**config.mk**
```make
export PLATFORM = sky130hd
export DESIGN_NAME = uart_rx_fifo_flat
export DESIGN_NICKNAME = d
export VERILOG_FILES = /design/src/rtl/uart_rx_fifo_if.sv /design/src/rtl/uart_rx_fifo.sv /design/src/flat_wrapper.sv
export SDC_FILE = /design/constraint.sdc
export NUM_CORES = 1
export LEC_CHECK = 0
export CAP_MARGIN = 20
export CORE_UTILIZATION = 55
export CTS_BUF_LIST = sky130_fd_sc_hd__clkbuf_4 sky130_fd_sc_hd__clkbuf_8
export DETAILED_ROUTE_END_ITERATION = 8
export PLACE_DENSITY = 0.72
export SLEW_MARGIN = 20
export SYNTH_ARGS = -nofsm -noshare
export SYNTH_HDL_FRONTEND = slang
export SYNTH_SLANG_ARGS = --single-unit
```
**constraint.sdc**
```tcl
create_clock -name clk -period 2.95 [get_ports clk]
set_input_delay 0.7375 -clock clk [delete_from_list [all_inputs] [get_ports clk]]
set_output_delay 0.7375 -clock clk [all_outputs]
set_load 0.1 [all_outputs]
```
**src/rtl/uart_rx_fifo_if.sv**
```systemverilog
// Receive-side bus of uart_rx_fifo: serial input, FWFT byte stream and sticky error flags.
// The slave modport is the receiver's view; the master modport is the host/driver view.
interface uart_rx_fifo_if #(
  parameter int DEPTH_LOG2 = 4
);
  logic                  rxd;
  logic [7:0]            rdata;
  logic                  rvalid;
  logic                  rready;
  logic [DEPTH_LOG2:0]   count;
  logic                  overrun;
  logic                  frame_err;
  logic                  clear_err;

  modport slave (
    input  rxd, rready, clear_err,
    output rdata, rvalid, count, overrun, frame_err
  );

  modport master (
    output rxd, rready, clear_err,
    input  rdata, rvalid, count, overrun, frame_err
  );
endinterface

```
**src/rtl/uart_rx_fifo.sv**
```systemverilog
// 8N1 UART receiver with start-glitch rejection, framing/overrun detection and a
// first-word-fall-through receive FIFO drained by the host through rvalid/rready.
module uart_rx_fifo #(
  parameter int SERIAL_WCNT = 100,
  parameter int DEPTH_LOG2  = 4
) (
  input  logic          clk,
  input  logic          rst,
  uart_rx_fifo_if.slave bus
);
  localparam int DEPTH = 1 << DEPTH_LOG2;
  localparam int CW    = $clog2(SERIAL_WCNT);

  localparam logic [CW-1:0]         CNT_HALF = CW'(SERIAL_WCNT / 2 - 1);
  localparam logic [CW-1:0]         CNT_BIT  = CW'(SERIAL_WCNT - 1);
  localparam logic [CW-1:0]         CNT_ONE  = CW'(1);
  localparam logic [DEPTH_LOG2-1:0] PTR_ONE  = DEPTH_LOG2'(1);
  localparam logic [DEPTH_LOG2:0]   OCC_ONE  = (DEPTH_LOG2 + 1)'(1);
  localparam logic [DEPTH_LOG2:0]   OCC_FULL = (DEPTH_LOG2 + 1)'(DEPTH);

  localparam logic [2:0] ST_IDLE  = 3'd0;
  localparam logic [2:0] ST_START = 3'd1;
  localparam logic [2:0] ST_DATA  = 3'd2;
  localparam logic [2:0] ST_STOP  = 3'd3;
  localparam logic [2:0] ST_BREAK = 3'd4;

  logic [1:0]            r_sync;
  logic [2:0]            r_state;
  logic [CW-1:0]         r_cnt;
  logic [2:0]            r_idx;
  logic [7:0]            r_shift;
  logic                  r_push;
  logic [7:0]            r_mem [DEPTH];
  logic [DEPTH_LOG2-1:0] r_wptr;
  logic [DEPTH_LOG2-1:0] r_rptr;
  logic [DEPTH_LOG2:0]   r_count;
  logic                  r_overrun;
  logic                  r_frame_err;

  logic w_rx_s;
  logic w_samp;
  logic w_rvalid;
  logic w_full;
  logic w_pop;
  logic w_wr;
  logic w_ovr_set;
  logic w_ferr_set;

  assign w_rx_s     = r_sync[1];
  assign w_samp     = (r_cnt == '0);
  assign w_rvalid   = (r_count != '0);
  assign w_full     = (r_count == OCC_FULL);
  assign w_pop      = w_rvalid && bus.rready;
  // A full FIFO still takes the byte when the head leaves in the same cycle.
  assign w_wr       = r_push && (!w_full || w_pop);
  assign w_ovr_set  = r_push && w_full && !w_pop;
  assign w_ferr_set = (r_state == ST_STOP) && w_samp && !w_rx_s;

  always_ff @(posedge clk) begin
    if (rst) r_sync <= 2'b11;
    else     r_sync <= {r_sync[0], bus.rxd};
  end

  always_ff @(posedge clk) begin
    if (rst) begin
      r_state <= ST_IDLE;
      r_cnt   <= '0;
      r_idx   <= '0;
      r_shift <= '0;
      r_push  <= 1'b0;
    end else begin
      r_push <= 1'b0;
      case (r_state)
        ST_IDLE: begin
          if (!w_rx_s) begin
            r_state <= ST_START;
            r_cnt   <= CNT_HALF;
          end
        end
        ST_START: begin
          if (!w_samp) r_cnt <= r_cnt - CNT_ONE;
          else if (!w_rx_s) begin
            r_state <= ST_DATA;
            r_idx   <= '0;
            r_cnt   <= CNT_BIT;
          end else r_state <= ST_IDLE;
        end
        ST_DATA: begin
          if (!w_samp) r_cnt <= r_cnt - CNT_ONE;
          else begin
            r_shift <= {w_rx_s, r_shift[7:1]};
            r_cnt   <= CNT_BIT;
            r_idx   <= r_idx + 3'd1;
            if (r_idx == 3'd7) r_state <= ST_STOP;
          end
        end
        ST_STOP: begin
          if (!w_samp) r_cnt <= r_cnt - CNT_ONE;
          else if (w_rx_s) begin
            r_push  <= 1'b1;
            r_state <= ST_IDLE;
          end else r_state <= ST_BREAK;
        end
        ST_BREAK: begin
          // Wait out a held-low line so a break yields a single framing error.
          if (w_rx_s) r_state <= ST_IDLE;
        end
        default: r_state <= ST_IDLE;
      endcase
    end
  end

  always_ff @(posedge clk) begin
    if (w_wr) r_mem[r_wptr] <= r_shift;
  end

  always_ff @(posedge clk) begin
    if (rst) begin
      r_wptr  <= '0;
      r_rptr  <= '0;
      r_count <= '0;
    end else begin
      if (w_wr)  r_wptr <= r_wptr + PTR_ONE;
      if (w_pop) r_rptr <= r_rptr + PTR_ONE;
      case ({w_wr, w_pop})
        2'b10:   r_count <= r_count + OCC_ONE;
        2'b01:   r_count <= r_count - OCC_ONE;
        default: r_count <= r_count;
      endcase
    end
  end

  always_ff @(posedge clk) begin
    if (rst) begin
      r_overrun   <= 1'b0;
      r_frame_err <= 1'b0;
    end else begin
      if (w_ovr_set)          r_overrun <= 1'b1;
      else if (bus.clear_err) r_overrun <= 1'b0;
      if (w_ferr_set)         r_frame_err <= 1'b1;
      else if (bus.clear_err) r_frame_err <= 1'b0;
    end
  end

  assign bus.rvalid    = w_rvalid;
  assign bus.rdata     = w_rvalid ? r_mem[r_rptr] : 8'h00;
  assign bus.count     = r_count;
  assign bus.overrun   = r_overrun;
  assign bus.frame_err = r_frame_err;
endmodule

```
**src/flat_wrapper.sv**
```systemverilog
// flat-port wrapper written by rule: the top's interface ports become plain ports
module uart_rx_fifo_flat 
#(
  parameter int SERIAL_WCNT = 100,
  parameter int DEPTH_LOG2  = 4
)
  (clk, rst, bus_rxd, bus_rready, bus_clear_err, bus_rdata, bus_rvalid, bus_count, bus_overrun, bus_frame_err);
  uart_rx_fifo_if #(.DEPTH_LOG2(DEPTH_LOG2)) bus_i ();
  input  logic clk;
  input  logic rst;
  input wire logic [$bits(bus_i.rxd)-1:0] bus_rxd;
  input wire logic [$bits(bus_i.rready)-1:0] bus_rready;
  input wire logic [$bits(bus_i.clear_err)-1:0] bus_clear_err;
  output wire logic [$bits(bus_i.rdata)-1:0] bus_rdata;
  output wire logic [$bits(bus_i.rvalid)-1:0] bus_rvalid;
  output wire logic [$bits(bus_i.count)-1:0] bus_count;
  output wire logic [$bits(bus_i.overrun)-1:0] bus_overrun;
  output wire logic [$bits(bus_i.frame_err)-1:0] bus_frame_err;
  assign bus_i.rxd = bus_rxd;
  assign bus_i.rready = bus_rready;
  assign bus_i.clear_err = bus_clear_err;
  assign bus_rdata = bus_i.rdata;
  assign bus_rvalid = bus_i.rvalid;
  assign bus_count = bus_i.count;
  assign bus_overrun = bus_i.overrun;
  assign bus_frame_err = bus_i.frame_err;
  uart_rx_fifo #(.SERIAL_WCNT(SERIAL_WCNT), .DEPTH_LOG2(DEPTH_LOG2)) u_core (.clk(clk), .rst(rst), .bus(bus_i));
endmodule
```
# == Word level (Yosys, flattened, before mapping) ==
# Memories as Yosys holds them, arrays and structs flattened. A register that Yosys moved wholly into a read port is not among the register bits.
# Cells that the tools add are included.
# word_totals
out_inout_bits,16
mem_count,1
regBits,39
elab_cells,89
ramBits,128
input_bits,5
# memory_table
memory,words,word_bits,read_ports,rd_ports_with_merged_regs,wr,line,source
u_core.r_mem,16,8,1,1,1,uart_rx_fifo.sv:33,logic [7:0] r_mem [DEPTH];
# classes
add_sub_neg,6
mux,29
bitwise,2
reduce_logical,23
n_eq_ne,17
# ops
cell,n
$mux W7,5
$mux W3,10
$pmux W7 S4,1
$pmux W3 S5,1
$ne A2 B1 Y1 const B,5
$pmux W5 S2,1
$add A4 B1 Y4 const B,2
$mux W4,2
$mux W8,1
$reduce_and A4 Y1,2
$reduce_bool A2 Y1,4
$logic_not A7 Y1,1
$sub A7 B1 Y7 const B,1
$eq A3 B2 Y1 const B,2
$eq A3 B3 Y1 const B,2
$logic_and A1 B1 Y1,6
$mux W1,6
$ne A2 B2 Y1 const B,3
$pmux W3 S2,1
$reduce_and A6 Y1,1
$add A5 B1 Y5 const B,1
$eq A5 B5 Y1 const B,1
$reduce_bool A5 Y1,1
$sub A5 B1 Y5 const B,1
13 further kinds,16

# == Longest topological paths before layout ==
# Gate-level depths: netlist (run 1).
# depth
word_depth,6
mapped_depth,10
mapped_depth_nobuf,8

# == Least setup slack after synthesis (run 1) ==
# No wires, ideal clock.
# synth_path
kind,reg2out
from,register u_core.r_count[4] (netlist: u_core.bus.count[4])
to,output bus_rdata[6]
required_ns,2.213
path_stages_with_launch,5
setup_slack_ns,-1.742
path_buffers,0
arrival_ns,3.954
cell_sequence,dfxtp_1 -> inv_1 -> nand2_1 -> nand2_1 -> o22ai_1
# synth_via
elab_chain_cells,2
# synth_rtl
element,line,source
start: declaration,uart_rx_fifo.sv:36,logic [DEPTH_LOG2:0] r_count;
start signal: assignment,uart_rx_fifo.sv:126,2'b10: r_count <= r_count + OCC_ONE;
start signal: assignment,uart_rx_fifo.sv:127,2'b01: r_count <= r_count - OCC_ONE;
start signal: assignment,uart_rx_fifo.sv:128,default: r_count <= r_count;
$reduce_bool A5 Y1,uart_rx_fifo.sv:51,assign w_rvalid = (r_count != '0);
named net bus_rvalid,flat_wrapper.sv:15,output wire logic [$bits(bus_i.rvalid)-1:0] bus_rvalid;
$mux W8,uart_rx_fifo.sv:146,assign bus.rdata = w_rvalid ? r_mem[r_rptr] : 8'h00;
end: declaration,flat_wrapper.sv:14,output wire logic [$bits(bus_i.rdata)-1:0] bus_rdata;
# The timed path passes the listed nets, and every way through them passes these cells.

==> results of run 1 <==
[per-layer routing]
metal	vias to the layer above	GRT usage, %	share of wire [%]
met4	0	8.376	1.5
met2	103	36.11	50
met3	13	5.230	4.8
met1	2047	31.22	44
li1	1861	-	-
met5	-	0	0
[worst max-delay path by stage]
stage,to,slack [ns],depth (start not counted)
final,bus_rdata[5],0.04,5
after floorplan,bus_rdata[0],0.01,5
after detailed placement,u_core.bus.count[4]$_SDFFE_PP0P_,-0.09,9
after CTS,bus_rdata[4],-0.02,5
after global routing,bus_rdata[5],-0.05,5
after global placement,u_core.bus.count[4]$_SDFFE_PP0P_,0.05,9
[flip-flops by register name, indices dropped and copies added (netlist names), named ones only]
name / count
u_core.r_mem: 128
u_core.r_shift: 8
u_core.r_cnt: 7
u_core.bus.count: 5
u_core.r_rptr: 4
u_core.r_wptr: 4
u_core.r_idx: 3
u_core.r_state: 3
u_core.r_sync: 2
u_core.bus.frame_err: 1
u_core.bus.overrun: 1
u_core.r_push: 1
[area by class of cell]
type / instances / area, um^2
timing repair buffer: 47 / 545.5
fill: 876 / 4167
multi-input combinational: 251 / 2550
clock buffer: 23 / 285.3
clock inverter: 9 / 100.1
inverter: 10 / 37.54
tap: 172 / 215.2
sequential: 171 / 4720
[cell families after synthesis]
logic type	Yosys count	synth area share, %
muxes	63	14.59
DFF	171	66.02
and+or+nand+nor	111	8.393
adders and majority gates	10	1.756
buffers and inverters	35	2.265
AOI/OAI and AO/OA	60	6.111
xor gates and xnor gates	7	0.8604
[power groups by stage]
stage | combinational [uW] | sequential (uW) | clock [uW]
global route | 1910 | 2660 | 1700
finish | 1830 | 2650 | 1570
floorplan | 1240 | 2790 | 0
detailed placement | 1790 | 2700 | 0
global placement | 1770 | 2700 | 0
CTS | 1830 | 2650 | 1610
[worst register-to-register path, cell delays in order (launching register included)]
cell      delay, ns
dfxtp_2        0.38
or4_4          0.64
o21ai_4        0.18
xnor2_1        0.08
ha_1           0.22
nor4b_1        0.44
nand3_1        0.15
a22o_1         0.22
a211oi_1       0.21
[timing repair]
action,CTS,global route
endpoints found under the hold margin,0,0
gates cloned,2,1
setup endpoints to repair,8,8
resized for setup,28,3
setup buffers,0,0
pin swaps,0,1
[through the flow]
| step | std cells | hold slack (ns) | setup WS [ns] | instance area (um^2) |
|---|---|---|---|---|
| after detailed placement | 648 | 0.3929 | -0.09274 | 7815 |
| after global placement | 648 | 0.3910 | 0.04583 | 7815 |
| after global routing | 683 | 0.4192 | -0.04767 | 8453 |
| final | 683 | 0.4100 | 0.04054 | 8453 |
| after floorplan | 457 | 0.3895 | 0.01057 | 7258 |
| after CTS | 682 | 0.4113 | -0.01595 | 8402 |
[layout by cell type (no fill, tap or decap), drive strengths merged, types with 12 or more instances in the layout]
cell and n:
clkbuf 24, buf 42, nand2 12, edfxtp 128
nor2 40, mux4 32, dfxtp 43, mux2i 27
==> results.json, run 1 <==
{
  "outcome": "finished clean",
  "fmax_mhz": 343.7,
  "hp-class": "reg2reg",
  "final_util_pct": 66.98,
  "routedWlPerCell_um": 20.45,
  "power_density_nw_per_um2": 716.2,
  "syn_to_final_growth_pct": 18.63,
  "holdCritStartpoint": "u_core.r_sync[0]$_SDFF_PP1_",
  "drc_errors": 0,
  "fp.dieW_um": 115.8,
  "gp_congestion": 0.7860,
  "netSwitchingPower_uw": 1998,
  "synth_area_leaders": "edfxtp_1, dfxtp_1, mux4_2",
  "rsz0062_at_grt": "yes",
  "synth_top_area_share_pct": 53.94,
  "crit_buf_inv": 2,
  "drt_first_pass_iters": 5,
  "fin_worst_skew_ns": 0.01014,
  "internal_power_uw": 4056,
  "gr-total-overflow": 0,
  "syn_area_per_cell_um2": 15.59,
  "syn_nets": 472,
  "viasPerCell": 5.892,
  "max-slew-margin-rel_pct": 49.31,
  "drt_iter0_drc": 314,
  "critPathKind": "reg2out",
  "worstPathArrival_ns": 2.17,
  "cts_num_sinks": 171,
  "drv_slew": 0,
  "p_leak_uw": 0.002802,
  "synth_edf_count": 128,
  "wl_mm": 13.97,
  "syn_inst": 457,
  "hold_buffers": 0,
  "grt_pass1_wl_mm": 21.62,
  "cts_buffer_depth": 2,
  "crit_slowest_cell": "mux4_2",
  "layout-drive-gt1-share_pct": 30.72,
  "clk_latency_ns": 0.45,
  "ys_seq_elements": 171,
  "h-tree-depth": 4,
  "tightest_slew_ns": 0.7576,
  "synth_area_um2": 7126,
  "setup_viol": 0,
  "r2r_cells": 8,
  "yosysMostFrequentCell": "edfxtp_1",
  "critPathMaxStageDelay_ns": 0.56,
  "layout_min_cycle_time_ns": 2.909,
  "min_period_over_period_pct": 98.63,
  "cp_common_cell": "buf_12",
  "gr-usage-all-layers_pct": 22.83,
  "asyncSetResetFlopFracSynth_pct": 0,
  "worst_setup_path_start_kind": "flip-flop",
  "yosysSeqAreaShare_pct": 66.02,
  "setup_tns_ns": 0,
  "cts_buffers": 17,
  "core.rowCount": 41,
  "drv_cap": 0,
  "r2r-start": "u_core.bus.count[0]$_SDFFE_PP0P_",
  "io_buffers": 20,
  "cp-end-kind": "primary output",
  "path_max_fanout": 8,
  "num_antenna_cells": 0,
  "nets": 513,
  "dr_total_vias": 4024,
  "hpwl_mm": 8.379,
  "worst_ir_drop_vdd_mv": 0.8788,
  "clk_pin_slew_ns": 0.07,
  "io_pins": 21,
  "power.total_uw": 6054,
  "hold_violations": 0,
  "dieArea_um2": 13410,
  "grt_pass1_vias": 3857,
  "grt_max_degree": 33,
  "netlist_top_cells_count": "edfxtp_1, dfxtp_1, nor2_1",
  "cp_cell_sequence": "buf_12 > mux4_2 > mux2i_4 > o22ai_4 > buf_12",
  "postRouteAntennaNets": 0,
  "switching_share_pct": 33.00,
  "pwr-share-comb_pct": 30.2,
  "cts_root_buf": "clkbuf_8",
  "worstReg2RegEnd": "u_core.bus.count[4]$_SDFFE_PP0P_",
  "min_path_cells": 1,
  "p_seq_share_pct": 43.8,
  "synth_ff_type": "edfxtp_1",
  "core-area_um2": 12620,
  "grt_antenna_before_repair": 0,
  "crit_required_ns": 2.21,
  "hold_end": "u_core.r_sync[1]$_SDFF_PP1_",
  "initial_utilization_pct": 56.46,
  "cp_top_family": "multiplexers",
  "die_h_um": 115.8,
  "ys_warn_count": 0,
  "reg2reg_slack_ns": 0.35,
  "power_frac_clock_pct": 26.0,
  "synth_top_area_cell": "edfxtp_1",
  "synth_cell_types": 60,
  "cts_tree": "done"
}
(Power assumes the default switching activity.)
==> run 2, diff against run 1 <==
- clock period: 2.95 -> 2.7 ns (I/O delays scaled with it)
==> results.json, run 2 (synthesis gave the netlist of run 1 again) <==
{
  "cts_buffers": 17,
  "grt_antenna_before_repair": 0,
  "min_path_cells": 1,
  "p_leak_uw": 0.002777,
  "layout_min_cycle_time_ns": 2.824,
  "syn_to_final_growth_pct": 17.38,
  "worstReg2RegEnd": "u_core.bus.count[4]$_SDFFE_PP0P_",
  "io_pins": 21,
  "max-slew-margin-rel_pct": 47.85,
  "cts_tree": "done",
  "crit_buf_inv": 3,
  "crit_end": "bus_rdata[1]",
  "grt_pass1_wl_mm": 21.32,
  "grt_max_degree": 43,
  "power_density_nw_per_um2": 775.3,
  "cts_root_buf": "clkbuf_8",
  "hold_buffers": 0,
  "largest_reg_flops": 128,
  "cp_cell_sequence": "buf_12 > mux4_2 > mux2i_1 > buf_4 > o22ai_4 > buf_12",
  "fin_worst_skew_ns": 0.01378,
  "critPathMaxStageDelay_ns": 0.52,
  "violations": "setup timing",
  "cp.depth": 6,
  "reg2reg_slack_ns": 0.29,
  "grt_pass1_vias": 3978,
  "nFillCells": 923,
  "drv_slew": 0,
  "reg_top3": "u_core.r_mem (128), u_core.r_shift (8), u_core.r_cnt (7)",
  "core-area_um2": 12620,
  "dr_total_vias": 3980,
  "outcome": "finished with violations",
  "worst_ir_drop_vdd_mv": 1.449,
  "dieArea_um2": 13410,
  "final_cells": 687,
  "drc_errors": 0,
  "setup_viol": 8,
  "seqCellArea_um2": 4727,
  "worst_setup_path_start_kind": "flip-flop",
  "layout-drive-gt1-share_pct": 29.51,
  "fmax_mhz": 354.2,
  "crit_slowest_cell": "mux4_2",
  "setup_tns_ns": -0.7838,
  "drt_first_pass_iters": 4,
  "r2r_cells": 8,
  "worstPathArrival_ns": 2.15,
  "cts_buffer_depth": 2,
  "final_common_cell": "edfxtp_1",
  "cp-end-kind": "primary output",
  "multi_input_area_um2": 2472,
  "h-tree-depth": 4,
  "cts_num_sinks": 171,
  "io_buffers": 20,
  "hp-class": "reg2reg",
  "mostFrequentLayoutCells": "edfxtp_1, nor2_1, dfxtp_1",
  "gp_congestion": 0.7888,
  "routedWlPerCell_um": 19.77,
  "crit_required_ns": 2.03,
  "hold_violations": 0,
  "gr-usage-all-layers_pct": 22.45,
  "cp_common_cell": "buf_12",
  "nets": 518,
  "path_max_fanout": 9,
  "r2r-start": "u_core.bus.count[0]$_SDFFE_PP0P_",
  "critPathKind": "reg2out",
  "die_h_um": 115.8,
  "clk_pin_slew_ns": 0.08,
  "dp_cells": 654,
  "postRouteAntennaNets": 0,
  "drt_iter0_drc": 261,
  "clk_latency_ns": 0.45,
  "regMostFlops": "u_core.r_mem",
  "worst_slack_ns": -0.1235,
  "hpwl_mm": 8.697,
  "gr-total-overflow": 0,
  "wl_mm": 13.58,
  "num_antenna_cells": 0,
  "viasPerCell": 5.793,
  "initial_utilization_pct": 56.46,
  "drv_cap": 0,
  "core.rowCount": 41,
  "cp_top_family": "multiplexers",
  "rsz0062_at_grt": "yes",
  "fp.dieW_um": 115.8,
  "holdWs_ns": 0.4224,
  "tightest_slew_ns": 0.7794,
  "min_period_over_period_pct": 104.6
}
run 2: what timing repair did:
item                       CTS  global route
setup endpoints to repair    8             9
setup buffers                0             1
resized for setup           15             4
gates cloned                 1             0
pin swaps                    0             1
run 2: routing by layer:
| layer | up-vias | wire [um] | global-route usage, % |
|---|---|---|---|
| met2 | 94 | 6965 | 36.67 |
| li1 | 1874 | - | - |
| met1 | 2004 | 5927 | 29.70 |
| met5 | - | 0 | 0 |
| met4 | 0 | 75 | 8.120 |
| met3 | 8 | 613 | 5.178 |
run 2: how the worst min path moves through the flow:
| stage | startpoint | endpoint | slack [ns] |
|---|---|---|---|
| floorplan | u_core.r_sync[0]$_SDFF_PP1_ | u_core.r_sync[1]$_SDFF_PP1_ | 0.39 |
| global placement | u_core.r_sync[0]$_SDFF_PP1_ | u_core.r_sync[1]$_SDFF_PP1_ | 0.39 |
| detailed placement | u_core.r_sync[0]$_SDFF_PP1_ | u_core.r_sync[1]$_SDFF_PP1_ | 0.41 |
| CTS | u_core.r_sync[0]$_SDFF_PP1_ | u_core.r_sync[1]$_SDFF_PP1_ | 0.42 |
| global route | u_core.r_sync[0]$_SDFF_PP1_ | u_core.r_sync[1]$_SDFF_PP1_ | 0.46 |
| finish | u_core.r_sync[0]$_SDFF_PP1_ | u_core.r_sync[1]$_SDFF_PP1_ | 0.42 |
run 2: metrics by stage:
stage                     worst slack, ns  cell area, um^2  util, %  power, uW
after detailed placement          -0.2342             7893    62.54       4941
final                             -0.1235             8364    66.28       6485
after CTS                         -0.1774             8324    65.96       6511
after floorplan                  0.009416             7268        -       4420
after global routing              -0.2337             8364    66.28       6711
after global placement            -0.1345             7893    62.54       4907
run 2: cell type report:
type,count,share of cell area [%]
Timing Repair Buffer,52,6.821
Tap cell,172,2.573
Inverter,10,0.4488
Sequential cell,171,56.51
Clock inverter,14,1.286
Clock buffer,17,2.797
Multi-Input combinational cell,251,29.56
run 2: power by group:
| group | internal [uW] | total (uW) | switching (uW) |
|---|---|---|---|
| logic | 731 | 2020 | 1290 |
| clock network | 703 | 1560 | 858 |
| registers | 2830 | 2900 | 75.9 |
